`src/rtl/ascon_pack.sv`:
```
// Shared Ascon-128 datapath types: the 5 x 64-bit permutation state and the
// mode codes used by the xor stages that wrap the permutation rounds.
package ascon_pack;

    typedef logic [0:4][63:0] type_state;

    localparam logic [1:0] XOR_PASS = 2'b00;
    localparam logic [1:0] XOR_DATA = 2'b01;
    localparam logic [1:0] XOR_KEY  = 2'b10;
    localparam logic [1:0] XOR_BOTH = 2'b11;

endpackage

```
`src/rtl/xor_up.sv`:
```
// Purpose: absorb a data block into S0 and/or the key into S1||S2 ahead of the rounds.
// Latency: 1 cycle from en_i to xor_o; reset clears xor_o asynchronously.
// Backpressure: none; en_i=0 simply holds the registered state.
module xor_up
    import ascon_pack::*;
(
    input  logic          clock_i,
    input  logic          resetb_i,
    input  logic          en_i,
    input  logic [1:0]    etat_i,
    input  logic [127:0]  xor_key_i,
    input  logic [63:0]   xor_data_i,
    input  type_state     xor_i,
    output type_state     xor_o
);

    type_state xor_d;
    type_state xor_q;

    // S3/S4 are never touched; the key halves land high-first in S1 then S2.
    always_comb begin
        xor_d = xor_i;
        case (etat_i)
            XOR_DATA: begin
                xor_d[0] = xor_i[0] ^ xor_data_i;
            end
            XOR_KEY: begin
                xor_d[1] = xor_i[1] ^ xor_key_i[127:64];
                xor_d[2] = xor_i[2] ^ xor_key_i[63:0];
            end
            XOR_BOTH: begin
                xor_d[0] = xor_i[0] ^ xor_data_i;
                xor_d[1] = xor_i[1] ^ xor_key_i[127:64];
                xor_d[2] = xor_i[2] ^ xor_key_i[63:0];
            end
            default: begin
                xor_d = xor_i;
            end
        endcase
    end

    always_ff @(posedge clock_i or negedge resetb_i) begin
        if (!resetb_i) begin
            xor_q <= '0;
        end else if (en_i) begin
            xor_q <= xor_d;
        end
    end

    assign xor_o = xor_q;

endmodule

```
`config.mk`:
```
export PLATFORM = sky130hd
export DESIGN_NAME = xor_up
export DESIGN_NICKNAME = d
export VERILOG_FILES = /design/src/rtl/ascon_pack.sv /design/src/rtl/xor_up.sv
export SDC_FILE = /design/constraint.sdc
export NUM_CORES = 1
export LEC_CHECK = 0
export BUFFER_PORTS_ARGS = -buffer_cell sky130_fd_sc_hd__buf_4
export CORE_AREA = 4 4 324 326
export DETAILED_ROUTE_END_ITERATION = 10
export DIE_AREA = 0 0 328 330
export SETUP_SLACK_MARGIN = 0.02
export SYNTH_ARGS = -nofsm -noshare
export SYNTH_HDL_FRONTEND = slang
export SYNTH_SLANG_ARGS = --single-unit
```
`constraint.sdc`:
```
create_clock -name clock_i -period 2.06 [get_ports clock_i]
set_input_delay 0.309 -clock clock_i [delete_from_list [all_inputs] [get_ports clock_i]]
set_output_delay 0.309 -clock clock_i [all_outputs]
set_load 0.005 [all_outputs]
```
Yosys cells after proc, flatten, opt, wreduce, memory -nomap -nowiden:

Index checks and enable logic that the tools add are counted.

* add/sub/neg operators: 0
* $mul: 0
* divide/modulo/power cells: 0
* order comparisons: 0
* eq/ne operators: 3
* shifts and indexed selects: 0
* multiplexer cells: 2
* bitwise operators: 3
* reduce and logical (&&, ||, !) cells: 2

Operators by type and width (count)
* 64-bit XOR: 3
* 128-bit 2-to-1 mux: 1
* 64-bit 2-to-1 mux: 1
* 2-bit equality test, second input constant: 2
* 2-bit OR reduction: 2
* 2-bit by 1-bit equality test with 1-bit output, second input constant: 1

* register bits after elaboration: 320
* latch bits: 0
* bits in writable memories: 0
* memory bits (read-only): 0
* input bits: 517
* output and inout bits: 320
* word-level logic and storage cells: 15
* memories kept: 0

Longest topological paths before layout:

Gate-level depths: netlist (run 1).

* word-level depth: 3
* depth in mapped cells: 5
* gate-level depth less buffers: 2

Worst setup path after synthesis (run 1):

Ideal clock, no wire load.

* path type: input port to flip-flop
* from: input port en_i
* to: register xor_q (netlist bit xor_o[100])
* library setup time: 0.125 ns
* data arrival time: 1.043 ns
* required time: 1.935 ns
* slack: 0.892 ns
* stages on the path: 4
* path buffers: 3
* path through: buf_4 buf_6 buf_6 mux2_4

RTL lines
* start, declared: RTL line xor_up.sv:9 `input logic en_i,`
* end signal, assigned: RTL line xor_up.sv:46 `xor_q <= xor_d;`
* end, declared: RTL line xor_up.sv:18 `type_state xor_q;`

No word-level cell between the ends.

Final worst setup path (run 1):

* from: input port xor_i[144] in the netlist's numbering
* to: register xor_q (netlist bit xor_o[144])

* word-level cells in the longest chain between the ends: 2

RTL lines
* start, declared: RTL line xor_up.sv:13 `input type_state xor_i,`
* 64-bit XOR: RTL line xor_up.sv:29, xor_up.sv:34
* 128-bit 2-to-1 mux *

Every way passes the cells marked *; elsewhere a longest branch is shown, timed or not.
A chain may end at the register's enable or synchronous reset.

==> impl_metrics.env, run 1 <==
export IMPL_status="finished, final reports clean"
export IMPL_synth_cell_types=12
export IMPL_relSlewSlack_pct=64.16
export IMPL_worst_slew_pin_tran_ns=0.5376
export IMPL_synth_largest_area_cell="sky130_fd_sc_hd__dfrtp_1"
export IMPL_tns_ns=0
export IMPL_fillerInstances=10130
export IMPL_drtIter0Drc=552
export IMPL_routed_wl_met3_um=5936
export IMPL_layout_cells_most_common_list="sky130_fd_sc_hd__buf_4, sky130_fd_sc_hd__dlygate4sd3_1, sky130_fd_sc_hd__dfrtp_1"
export IMPL_rsz0062_at_grt="no"
export IMPL_core_area_mm2=0.1017
export IMPL_hold_violation_total_from_the_final_report=0
export IMPL_cts_max_path_buffers=3
export IMPL_cpMostUsedCell="sky130_fd_sc_hd__dlygate4sd3_1"
export IMPL_cts_setup_buffers=0
export IMPL_detail_route_wirelength_met1_um=28000
export IMPL_synth_seq_area_share_pct=50.88
export IMPL_worst_skew_pair_late_latency_ns=0.57
export IMPL_finalClockSkew_ns=0
export IMPL_power_share_sequential_pct=36.8
export IMPL_place_detailed_hpwl_um=52640
export IMPL_crit_path_end_kind="flop"
export IMPL_cts_htree_levels=2
export IMPL_period_share_pct=97.48
export IMPL_initial_utilization_pct=15.47
export IMPL_grtUsageTotal_pct=13.19
export IMPL_power_share_combinational_pct=26.0
export IMPL_wl_per_cell_um=17.83
export IMPL_achievable_frequency_mhz=498.0
export IMPL_clock_pin_slew_on_the_worst_setup_and_hold_paths_ns=0.06
export IMPL_worst_setup_path_type="input pin to flop"
export IMPL_top_cell_type_s_share_of_synthesized_area_pct=50.88
export IMPL_layout_commonest_cell="sky130_fd_sc_hd__buf_4"
export IMPL_cts_sinks=320
export IMPL_largest_register_ffs=320
export IMPL_grt_antenna_before_repair=10
export IMPL_gp_congestion=0.7903
export IMPL_powerDensity_mw_per_mm2=637.8
export IMPL_syn_to_final_growth_pct=100.8
export IMPL_power_clock_fraction_pct=37.2
export IMPL_switching_share_pct=26.53
export IMPL_layout_drive_gt1_share_pct=44.86
export IMPL_cts_made_buffers=39
export IMPL_grt_pass1_wl_um=110700
export IMPL_power_dissipated_by_switching_net_loads_uw=5346
export IMPL_critical_path_max_stage_delay_ns=0.59
export IMPL_cp_arrival_ns=2.50
export IMPL_critical_path_cell_chain="dlygate4sd3_1 > buf_4 > nand3b_1 > dlygate4sd3_1 > a31oi_1 > dlygate4sd3_1"
export IMPL_synth_nets=1832
export IMPL_core_rowCount=117
export IMPL_type_of_element_launching_the_critical_path="input pin"
export IMPL_hold_worst_slack_ns=0.04793
export IMPL_routed_wirelength_um=75140
export IMPL_die_h_um=330
export IMPL_grt_start_max_net_pins=85
export IMPL_nNetsFinal=3325
export IMPL_routed_top_layer="met4"
export IMPL_max_vdd_drop_mv=0.4270
export IMPL_port_buffer_count=836
export IMPL_post_drt_via_cell_ratio=4.037
export IMPL_post_synth_inst_count=1315
export IMPL_dr_total_vias=17020
export IMPL_cpMaxStageDelayCell="sky130_fd_sc_hd__dlygate4sd3_1"
export IMPL_tritoncts="yes"
export IMPL_syn_area_per_cell_um2=11.97
export IMPL_hold_path_class="input pin to flop"
export IMPL_die_area_mm2=0.1082
export IMPL_final_min_clock_period_ns=2.008
export IMPL_die_w_um=328
export IMPL_remaining_antenna_violation_count=0
export IMPL_cts_root_buf="sky130_fd_sc_hd__clkbuf_16"
export IMPL_number_of_warnings_reported_in_the_yosys_synthesis_log=0
export IMPL_mappedNetlistArea_mm2=0.01574
export IMPL_detailroute_wirelength_met2_um=38050
export IMPL_io_pin_count=837
export IMPL_setup_viol=0
export IMPL_cell_internal_pwr_uw=14810
export IMPL_standby_leakage_power_uw=0.01370
export IMPL_top_cells_by_area_synth="sky130_fd_sc_hd__dfrtp_1, sky130_fd_sc_hd__a21bo_2, sky130_fd_sc_hd__nand3b_1"
export IMPL_worst_ep_required_time_ns=2.55
export IMPL_max_cap_violations=0
export IMPL_drc=0
export IMPL_timing_max_transition_violations_final=0
export IMPL_cp_max_fo=2
export IMPL_overflow=0
export IMPL_detail_route_first_pass_iterations=4
export IMPL_vias_in_the_first_global_route=18590
export IMPL_yosys_register_bits=320
[what timing repair did]
action,CTS,global route
endpoints found under the hold margin,344,0
hold buffers,653,0
gates resized for setup,0,2
endpoints found under the setup margin,0,3
[worst max-delay path: cells and delay by family]
kind / cells / cell delay [ns]
buf+inv: 4 / 1.85
compound gates: 1 / 0.21
simple gates: 1 / 0.13
[worst paths after layout]
path                       slack (ns)  cells past startpoint         end        from
max reg2reg                      0.74                      3  xor_o[235]  xor_o[235]
min                              0.05                      2   xor_o[32]   xor_i[32]
max in group asynchronous        1.08                      3   xor_o[11]    resetb_i
min in group asynchronous        0.30                      2  xor_o[278]    resetb_i
max                              0.05                      6  xor_o[144]  xor_i[144]
min reg2reg                      0.51                      1    xor_o[6]    xor_o[6]
[cells in the mapped netlist]
| cell | number |
|---|---|
| sky130_fd_sc_hd__mux2_4 | 77 |
| sky130_fd_sc_hd__dfrtp_1 | 320 |
| sky130_fd_sc_hd__nor2_1 | 192 |
| sky130_fd_sc_hd__a31oi_1 | 192 |
| sky130_fd_sc_hd__buf_6 | 30 |
| sky130_fd_sc_hd__buf_4 | 13 |
| sky130_fd_sc_hd__a21bo_1 | 12 |
| sky130_fd_sc_hd__nand3b_1 | 192 |
| sky130_fd_sc_hd__buf_2 | 55 |
| sky130_fd_sc_hd__mux2_2 | 51 |
| sky130_fd_sc_hd__clkbuf_1 | 1 |
| sky130_fd_sc_hd__a21bo_2 | 180 |
[stage by stage]
step	power [µW]	utilization (%)	instance area, µm²	setup slack, ns	cells
floorplan	8865	-	15740	0.8920	1315
global placement	11450	23.25	23660	0.4942	3483
detailed placement	11510	23.25	23660	0.5245	3483
CTS	20380	31.03	31570	0.09780	4207
global route	21110	31.05	31590	0.02852	4213
finish	20150	31.05	31590	0.05193	4215
[per-layer routing]
layer,up-vias,track usage [%]
met5,-,0
met4,0,6.176
met3,151,3.895
met2,655,23.52
met1,8385,14.38
li1,7827,-
[power by group through the flow]
stage | Clock, µW | Sequential (µW) | Combinational [µW]
final | 7500 | 7410 | 5240
after global routing | 7990 | 7480 | 5630
after CTS | 7770 | 7390 | 5210
after detailed placement | 0 | 7480 | 4020
after global placement | 0 | 7480 | 3970
after floorplan | 0 | 7450 | 1410
[cell families after synthesis]
logic type / after synthesis / share of synthesized area [%]
AO/OA/AOI/OAI: 384 / 19.84
flip-flops: 320 / 50.88
buffers and inverters: 99 / 4.540
multiplexers: 128 / 11.00
AND/OR/NAND/NOR: 384 / 13.74
[final cells by class]
cell class | instances | area [µm²] | area share (%)
Antenna cell | 9 | 22.52 | 0.07128
Timing Repair Buffer | 1551 | 13460 | 42.59
Tap cell | 1368 | 1712 | 5.418
Sequential cell | 320 | 8008 | 25.35
Clock buffer | 54 | 1144 | 3.620
Multi-Input combinational cell | 896 | 7015 | 22.21
Clock inverter | 17 | 236.5 | 0.7485
Note: power is estimated with default switching activity, not from simulation.
==> inputs of run 2 (changes only) <==
MAX_ROUTING_LAYER = met4   (was unset)
==> impl_metrics.env, run 2 (same netlist as run 1, synthesis figures left out) <==
export IMPL_layout_commonest_cell="sky130_fd_sc_hd__buf_4"
export IMPL_achievable_frequency_mhz=497.9
export IMPL_initial_utilization_pct=15.47
export IMPL_port_buffer_count=836
export IMPL_cts_sinks=320
export IMPL_nNetsFinal=3325
export IMPL_grt_pass1_wl_um=110500
export IMPL_powerDensity_mw_per_mm2=637.8
export IMPL_setup_viol=0
export IMPL_post_dp_cell_area_mm2=0.02366
export IMPL_die_h_um=330
export IMPL_drc=0
export IMPL_crit_family="buffers and inverters"
export IMPL_worst_skew_pair_late_latency_ns=0.57
export IMPL_power_dissipated_by_switching_net_loads_uw=5346
export IMPL_die_w_um=328
export IMPL_hold_path_class="input pin to flop"
export IMPL_overflow=0
export IMPL_gp_congestion=0.8015
export IMPL_worst_slew_pin_tran_ns=0.5374
export IMPL_cell_internal_pwr_uw=14810
export IMPL_type_of_element_launching_the_critical_path="input pin"
export IMPL_relSlewSlack_pct=64.17
export IMPL_cts_htree_levels=2
export IMPL_wl_per_cell_um=17.85
export IMPL_period_share_pct=97.50
export IMPL_cts_root_buf="sky130_fd_sc_hd__clkbuf_16"
export IMPL_standby_leakage_power_uw=0.01370
export IMPL_detail_route_first_pass_iterations=5
export IMPL_tritoncts="yes"
export IMPL_cts_made_buffers=39
export IMPL_cts_setup_buffers=0
export IMPL_layout_cells_most_common_list="sky130_fd_sc_hd__buf_4, sky130_fd_sc_hd__dlygate4sd3_1, sky130_fd_sc_hd__dfrtp_1"
export IMPL_finalInstanceArea_mm2=0.03159
export IMPL_crit_path_end_kind="flop"
export IMPL_place_detailed_hpwl_um=52640
export IMPL_vias_in_the_first_global_route=18600
export IMPL_worst_ep_required_time_ns=2.55
export IMPL_rsz0062_at_grt="no"
export IMPL_max_vdd_drop_mv=0.4261
export IMPL_final_cell_count_no_fill=4215
export IMPL_power_share_combinational_pct=26.0
export IMPL_core_rowCount=117
export IMPL_cp_max_fo=2
export IMPL_syn_to_final_growth_pct=100.8
export IMPL_die_area_mm2=0.1082
export IMPL_worst_path_buf_inv=4
export IMPL_timing_max_transition_violations_final=0
export IMPL_final_min_clock_period_ns=2.008
export IMPL_cpMostUsedCell="sky130_fd_sc_hd__dlygate4sd3_1"
export IMPL_critical_path_cell_chain="dlygate4sd3_1 > buf_4 > nand3b_1 > dlygate4sd3_1 > a31oi_1 > dlygate4sd3_1"
export IMPL_layout_drive_gt1_share_pct=44.86
export IMPL_grt_antenna_before_repair=9
export IMPL_largest_register_ffs=320
export IMPL_switching_share_pct=26.53
export IMPL_clock_pin_slew_on_the_worst_setup_and_hold_paths_ns=0.06
export IMPL_drtIter0Drc=597
export IMPL_power_clock_fraction_pct=37.2
export IMPL_io_pin_count=837
export IMPL_cp_arrival_ns=2.50
export IMPL_tns_ns=0
export IMPL_critical_path_max_stage_delay_ns=0.59
export IMPL_max_cap_violations=0
export IMPL_status="finished, final reports clean"
export IMPL_worst_setup_path_type="input pin to flop"
export IMPL_cts_max_path_buffers=3
export IMPL_cpMaxStageDelayCell="sky130_fd_sc_hd__dlygate4sd3_1"
export IMPL_post_drt_via_cell_ratio=4.043
export IMPL_core_area_mm2=0.1017
export IMPL_fillerInstances=10130
export IMPL_grtUsageTotal_pct=13.58
export IMPL_placedCellCount=3483
export IMPL_power_share_sequential_pct=36.7
export IMPL_dr_total_vias=17040
export IMPL_place_worst_setup_slack_ns=0.5245
export IMPL_routed_wirelength_um=75240
export IMPL_timing_final_ws_setup_ns=0.05156
export IMPL_grt_start_max_net_pins=85
export IMPL_remaining_antenna_violation_count=0
export IMPL_total_power_uw=20150
export IMPL_hold_violation_total_from_the_final_report=0
export IMPL_finalClockSkew_ns=0
-- run 2: cell counts in the layout (fill, tap and decap cells not counted) --
Identical to the previous run, type by type.
-- run 2: layout make-up --
class                   instances  area, µm²  area share (%)
well taps                    1368       1712           5.418
multi-input cells             896       7015           22.21
clock inverters                17      236.5          0.7485
repair buffers               1551      13460           42.59
diodes                          9      22.52         0.07128
clock buffers                  54       1144           3.620
flip-flops and latches        320       8008           25.35
-- run 2: routing by layer --
layer | GRT usage, % | vias to the layer above | wire length, µm
li1 | - | 7825 | -
met3 | 3.619 | 152 | 5311
met5 | - | - | 0
met2 | 23.52 | 647 | 38080
met4 | 6.070 | 0 | 3026
met1 | 14.59 | 8417 | 28820
-- run 2: through the flow --
| stage | utilization (%) | hold WS (ns) |
|---|---|---|
| after floorplan | - | 0.01341 |
| after global placement | 23.25 | 0.2962 |
| after detailed placement | 23.25 | 0.2969 |
| after CTS | 31.03 | 0.0008852 |
| after global routing | 31.05 | 0.005264 |
| final | 31.05 | 0.04986 |
-- run 2: worst paths after layout --
path | slack, ns | end | depth (start not counted) | from
max | 0.05 | xor_o[144] | 6 | xor_i[144]
min reg2reg | 0.51 | xor_o[60] | 1 | xor_o[60]
max in group asynchronous | 1.08 | xor_o[11] | 3 | resetb_i
max reg2reg | 0.73 | xor_o[253] | 3 | xor_o[253]
min | 0.05 | xor_o[32] | 2 | xor_i[32]
min in group asynchronous | 0.30 | xor_o[278] | 2 | resetb_i
-- run 2: repair_timing --
item | 4_1_cts | 5_1_grt
hold endpoints to repair | 344 | 0
endpoints found under the setup margin | 0 | 3
gates resized for setup | 0 | 2
hold buffers | 653 | 0
-- run 2: worst reg2reg max path, stage by stage (launching register included) --
cell and delay [ns]:
sky130_fd_sc_hd__dfrtp_1 0.47, sky130_fd_sc_hd__nor2_1 0.13, sky130_fd_sc_hd__a31oi_1 0.04, sky130_fd_sc_hd__dlygate4sd3_1 0.57
-- run 2: power by group through the flow --
stage          Clock [µW]  Sequential (µW)  Combinational, µW
4_1_cts              7770             7390               5210
6_report             7510             7410               5240
2_1_floorplan           0             7450               1410
3_3_place_gp            0             7480               3970
3_5_place_dp            0             7480               4020
5_1_grt              8000             7480               5630
